`config.mk`:
```
export PLATFORM = sky130hd
export DESIGN_NAME = rr_grant_encoder
export DESIGN_NICKNAME = d
export VERILOG_FILES = /design/src/rtl/rr_grant_encoder.sv
export SDC_FILE = /design/constraint.sdc
export NUM_CORES = 1
export LEC_CHECK = 0
export ABC_AREA = 1
export BUFFER_PORTS_ARGS = -buffer_cell sky130_fd_sc_hd__buf_2
export CAP_MARGIN = 20
export CORE_MARGIN = 1
export CORE_UTILIZATION = 48
export CTS_BUF_LIST = sky130_fd_sc_hd__clkbuf_16
export DETAILED_ROUTE_END_ITERATION = 10
export GPL_ROUTABILITY_DRIVEN = 0
export PLACE_DENSITY = 0.8
export SYNTH_ARGS = -nofsm -noshare
export SYNTH_HDL_FRONTEND = slang
export SYNTH_SLANG_ARGS = --single-unit
```
`constraint.sdc`:
```
create_clock -name clk -period 3.62 [get_ports clk]
set_input_delay 0.724 -clock clk [delete_from_list [all_inputs] [get_ports clk]]
set_output_delay 0.724 -clock clk [all_outputs]
set_load 0.02 [all_outputs]
```
`src/rtl/rr_grant_encoder.sv`:
```
// Round-robin arbiter over 16 requesters with a registered valid/ready grant output.
// The winner is emitted as a binary index for the downstream 4-to-16 decoder.
module rr_grant_encoder #(
  parameter int NUM_REQ = 16,
  parameter int IDX_W   = 4
) (
  input  logic               clk,
  input  logic               rst,
  input  logic [NUM_REQ-1:0] req,
  input  logic               out_ready,
  output logic               grant_valid,
  output logic [IDX_W-1:0]   grant_idx,
  output logic [IDX_W-1:0]   ptr
);

  typedef enum logic {
    IDLE  = 1'b0,
    OFFER = 1'b1
  } state_t;

  state_t             state_reg, state_next;
  logic               grant_valid_reg, grant_valid_next;
  logic [IDX_W-1:0]   grant_idx_reg, grant_idx_next;
  logic [IDX_W-1:0]   ptr_reg, ptr_next;

  logic               accept;
  logic [IDX_W-1:0]   sel_start;
  logic [IDX_W-1:0]   sel_off;
  logic [IDX_W-1:0]   sel_idx;
  logic               sel_any;
  logic [NUM_REQ-1:0] req_masked;
  logic [NUM_REQ-1:0] req_rot;

  assign accept = grant_valid_reg & out_ready;

  // On accept the search restarts just past the accepted index, which is also the new ptr.
  assign sel_start = accept ? grant_idx_reg + IDX_W'(1) : ptr_reg;

  // Mask the accepted requester, then rotate so sel_start lands at bit 0.
  for (genvar gi = 0; gi < NUM_REQ; gi++) begin : g_rot
    assign req_masked[gi] = req[gi] & ~(accept & (grant_idx_reg == IDX_W'(gi)));
    assign req_rot[gi]    = req_masked[sel_start + IDX_W'(gi)];
  end

  always_comb begin
    sel_off = '0;
    for (int i = NUM_REQ - 1; i >= 0; i--) begin
      if (req_rot[i]) sel_off = IDX_W'(i);
    end
  end

  assign sel_idx = sel_start + sel_off;
  assign sel_any = |req_masked;

  always_comb begin
    state_next       = state_reg;
    grant_valid_next = grant_valid_reg;
    grant_idx_next   = grant_idx_reg;
    ptr_next         = ptr_reg;
    case (state_reg)
      IDLE: begin
        if (sel_any) begin
          state_next       = OFFER;
          grant_valid_next = 1'b1;
          grant_idx_next   = sel_idx;
        end
      end
      OFFER: begin
        // Without accept the offer is held unchanged, whatever req does.
        if (accept) begin
          ptr_next = grant_idx_reg + IDX_W'(1);
          if (sel_any) begin
            grant_idx_next = sel_idx;
          end else begin
            state_next       = IDLE;
            grant_valid_next = 1'b0;
          end
        end
      end
    endcase
  end

  always_ff @(posedge clk) begin
    if (rst) begin
      state_reg       <= IDLE;
      grant_valid_reg <= 1'b0;
      grant_idx_reg   <= '0;
      ptr_reg         <= '0;
    end else begin
      state_reg       <= state_next;
      grant_valid_reg <= grant_valid_next;
      grant_idx_reg   <= grant_idx_next;
      ptr_reg         <= ptr_next;
    end
  end

  assign grant_valid = grant_valid_reg;
  assign grant_idx   = grant_idx_reg;
  assign ptr         = ptr_reg;

endmodule

```
Yosys cells after proc, flatten, opt, wreduce, memory -nomap -nowiden
Index checks and enable logic that the tools add are counted.

Register bits after elaboration: 10. Latch bits: 0. Memory bits (writable): 0. Bits in read-only memories: 0. Input port bits: 19. Output and inout port bits: 9. Word-level logic and storage cells: 167. Memories kept: 0.

$add $sub $neg: 17. $mul: 0. Divide/modulo/power cells: 0. $lt $le $gt $ge: 16. Eq/ne operators: 18. Shift-type cells: 0. Mux-type cells: 59. Bitwise gates (word level): 50. Reduce and logical (&&, ||, !) cells: 3.

Operators by type and width (count): 4-bit by 5-bit less-than comparator with 1-bit output (second input constant) (16); 4-bit two-way mux (19); 1-bit binary-select mux with 4-bit select (16); 1-bit bitwise AND (33); 4-bit adder (second input constant) (8); 4-bit == test (second input constant) (8); 1-bit two-way mux (21); 1-bit inverter (17); 4-bit by 3-bit adder with 4-bit output (second input constant) (4); 4-bit by 3-bit == test with 1-bit output (second input constant) (4); 16-bit OR reduction (1); 4-bit by 1-bit adder with 4-bit output (second input constant) (2); 4-bit by 2-bit adder with 4-bit output (second input constant) (2); 4-bit by 2-bit == test with 1-bit output (second input constant) (2); 4-bit case mux with 2 select lines (1); 4-bit adder (1); 4-bit by 1-bit == test with 1-bit output (second input constant) (1); 4-bit logical NOT (1); 2-bit inequality test (second input constant) (2); 1-bit case mux with 2 select lines (2); 3-bit AND reduction (1); 2-bit by 1-bit inequality test with 1-bit output (second input constant) (1).

Longest topological paths before layout
Depth after elaboration: 26. Gate-level depth with buffers: 36. Depth with buffers taken out: 35.

Least setup slack after synthesis
Ideal clock, no wire load.

Path type: reg2reg. Start: reg grant_idx_reg[0] (netlist: grant_idx[0]). End: reg grant_idx_reg[3] (netlist: grant_idx[3]). Setup time: 0.109 ns. Arrival: 3.846 ns. Data required time: 3.511 ns. Setup slack: -0.335 ns. Stages on the path, launching flop included: 26. Path buffers: 1. Period minus slack after synthesis: 3.955 ns. Cell sequence: dfxtp_1 -> inv_1 -> ha_1 -> inv_1 -> o21ai_2 -> inv_2 -> buf_2 -> ha_1 -> inv_1 -> nand3_1 -> nand3_1 -> a21oi_1 -> a21oi_1 -> nand2_1 -> a31oi_1 -> o21ai_0 -> nand2_1 -> a21boi_0 -> ha_1 -> a21o_1 -> a21oi_1 -> xnor2_1 -> xnor2_1 -> o21ai_1 -> nand2_1 -> inv_1.

Cells in the longest elaborated chain, start to end: 26. Elaborated cells between the ends (all ways): 134. Classes of those cells: 17 x add/sub; 15 x eq/ne; 52 x mux; 48 x bitwise; 2 x reduce/logical.

Ends and longest elaborated chain: from (decl) (RTL line 23) `logic [IDX_W-1:0] grant_idx_reg, grant_idx_next;`; from (signal assigned) (RTL line 92) `grant_idx_reg <= grant_idx_next;`; branches (longest 23 deep; another with 4-bit by 1-bit adder with 4-bit output); 4-bit two-way mux * (RTL line 62, 72); 4-bit two-way mux (RTL line 70) `if (accept) begin`; 4-bit case mux with 2 select lines * (RTL line 60) `case (state_reg)`.

Every way passes the cells marked *. The select of a mux whose other input is x is not followed. A chain may end at the register's enable or synchronous reset.

Worst setup path after layout
Start: in out_ready. End: reg grant_idx_reg[3] (netlist: grant_idx[3]).

Cells in the longest elaborated chain, start to end: 26. Elaborated cells between the ends (all ways): 119. Classes of those cells: 16 x add/sub; 1 x eq/ne; 52 x mux; 49 x bitwise; 1 x reduce/logical.

Ends and longest elaborated chain: from (decl) (RTL line 10) `input logic out_ready,`; 1-bit bitwise AND * (RTL line 34) `assign accept = grant_valid_reg & out_ready;`; branches (longest 25 deep; another with 4-bit adder).

Marked as above.

==> impl_metrics.toml <==
[placed_design]
hpwlAfterDp_mm = 5.54
place_ws_ns = -0.351
placed_cells_incl_taps = 477
port_buffers = 27

[hold_path]
hold_class = "flop to flop"

[die]
top_level_ports = 28
die_w_um = 68.0
core_mm2 = 0.00409
die_h_um = 68.0
die_area_mm2 = 0.00463
fp-row-count = 23
initial_core_util_pct = 51.2

[cells_and_area]
instances_no_fill = 488
fillers = 296
multi_input_area_mm2 = 0.00203
regArea_um2 = 205
post-route-util_pct = 75.4
area_growth_syn_to_layout_pct = 47.1
layout.nets = 468
n_antenna_cell = 0
drive_gt1_share_pct = 37.0

[grt]
grt_overflow = 0
grt_max_degree = 20
grt_pass1_vias = 2587
track_usage_pct = 31.9
antenna_found_initial = 0
grt_pass1_wl_mm = 11.1

[logic_synthesis]
synthCells = 368
avgSynthCellArea_um2 = 5.69
synth_edf_count = 0
ys_seq_area_share_pct = 9.56
ys_ff_latch = 10
yosysUniqueCellTypes = 36
synth-main-ff-cell = "dfxtp_1"
syn_area_mm2 = 0.00209
async_reset_ff_share_pct = 0
yosys_warnings = 0
syn_nets = 397

[setup_path]
cp_slowest_cell = "ha_4"
path_common_cell = "nand2_1"
end_kind = "flop"
path_max_fanout = 6
start_kind = "input port"
max_stage_delay_ns = 0.37
reg2reg_slack_ns = -0.04
required_ns = 3.75
crit_type = "input port to flop"
cp.arrival_ns = 3.83

[sta]
rsz0062_at_grt = "true"
fin_tns_setup_ns = -0.132
fin_crit_sh_pct = 102
setup_violations = 2
worst_slew_pin_slew_ns = 0.528
slew_headroom_pct = 64.5
fmax_mhz = 271
finalHoldViolCount = 0
hold_slack_ns = 0.546
fin_ws_ns = -0.0745
final_max_slew_viol_count = 0
fin_worst_skew_ns = 0.00190
min_period_ns = 3.69

[pwr]
power_density_mw_per_mm2 = 465
p_leak_uw = 0.00148
ir_drop_mv = 0.368

[clocking]
cts_made_buffers = 3
insertion_delay_ns = 0.23
clkTransAtPathRegs_ns = 0.04
cts_hold_buffers = 0
cts_buffer_depth = 2
clock-sinks = 10
cts_tree = "yes"
cts_root_buffer = "clkbuf_16"
htreeDepth = 1

[drt]
wl_mm = 7.91
wl_per_cell_um = 16.2
drc = 0
first_iter_violations = 430
dr.pass1.iters = 9
viasPerCell = 6.21
ant_nets = 0
vias = 3030

[status]
status = "complete, but fails checks"
violations = "negative setup slack"

[run]
drv_cap = 0
[per-stage QoR]
stage	instance area, µm²	total power (µW)
2_1_floorplan	2130	721
3_3_place_gp	2600	1010
3_5_place_dp	2600	1030
4_1_cts	2740	1260
5_1_grt	3080	1540
6_report	3080	1430
[critical path, delay by kind of cell]
family / cells / cell delay (ns)
AND/OR/NAND/NOR: 20 / 1.19
adder cells (fa/ha/maj): 2 / 0.58
AO/OA/AOI/OAI: 5 / 0.55
buffers and inverters: 5 / 0.43
XOR/XNOR: 2 / 0.33
[cells in the mapped netlist (2+ instances only)]
library cell,count,area [µm²]
nand3_1,107,536
nand2_1,94,353
inv_1,31,116
a21oi_1,15,75.1
nor2_1,14,52.6
o21ai_0,12,60.1
dfxtp_1,10,200
ha_1,9,113
a21boi_0,8,60.1
o21ai_1,6,30.0
xnor2_1,6,52.6
nand2_2,5,31.3
a221oi_1,4,35.0
a31oi_1,4,25.0
buf_6,4,45.0
inv_2,4,15.0
or2_2,4,25.0
xor2_1,4,35.0
buf_4,3,22.5
nor2_2,3,18.8
buf_2,2,10.0
nand4_1,2,12.5
nor2_4,2,22.5
o21ai_2,2,17.5
xor2_2,2,32.5
[report_power, final]
part	internal (µW)	total, µW	switching, µW
Sequential	126	145	18.9
Combinational	456	1090	637
Clock	145	194	49.6
Total	727	1430	705
[timing repair]
action,CTS,global route
buffers inserted,0,7
gates resized for setup,17,64
pin swaps,5,19
setup endpoints to repair,3,4
[final timing paths]
kind	depth (start not counted)	endpoint	startpoint
worst min-delay path	2	ptr[1]$_SDFFE_PP0P_	ptr[1]$_SDFFE_PP0P_
worst min register to register	2	ptr[1]$_SDFFE_PP0P_	ptr[1]$_SDFFE_PP0P_
worst max register to register	34	grant_idx[3]$_SDFFE_PP0P_	grant_idx[0]$_SDFFE_PP0P_
worst max-delay path	34	grant_idx[3]$_SDFFE_PP0P_	out_ready
[logic make-up (layout without fill, tap and decap cells)]
logic type / count (synthesis) / count (layout) / synth area share, %
AND/OR/NAND/NOR: 232 / 232 / 50.5
AO/OA/AOI/OAI: 58 / 58 / 17.5
buffers and inverters: 46 / 116 / 10.3
XOR/XNOR: 12 / 12 / 5.74
adder cells (fa/ha/maj): 10 / 10 / 6.34
flip-flops: 10 / 10 / 9.56
[metal layers]
layer,global-route usage [%],share of wire (%)
met5,0,0
met4,12.8,4.8
met3,8.67,11
met2,58.2,48
met1,34.2,36
[layout make-up]
type | count | share of cell area (%)
Multi-Input combinational cell | 312 | 65.9
Clock inverter | 1 | 0.122
Sequential cell | 10 | 6.66
Tap cell | 50 | 2.03
Clock buffer | 3 | 2.44
Inverter | 36 | 4.71
Timing Repair Buffer | 76 | 18.1
[cell usage in the layout (no fill, tap or decap), types with 6 or more instances in the layout]
cell type  instances
a21boi_0           6
nor2_1            12
o21ai_1            7
nand2_1           80
a21oi_1           12
buf_2             26
nand3_1           85
nand3_2           14
dfxtp_1            8
buf_4             44
nand2_2           16
o21ai_0            9
nand3_4            8
inv_1             28
No activity file was read; power rests on OpenSTA's default activity.
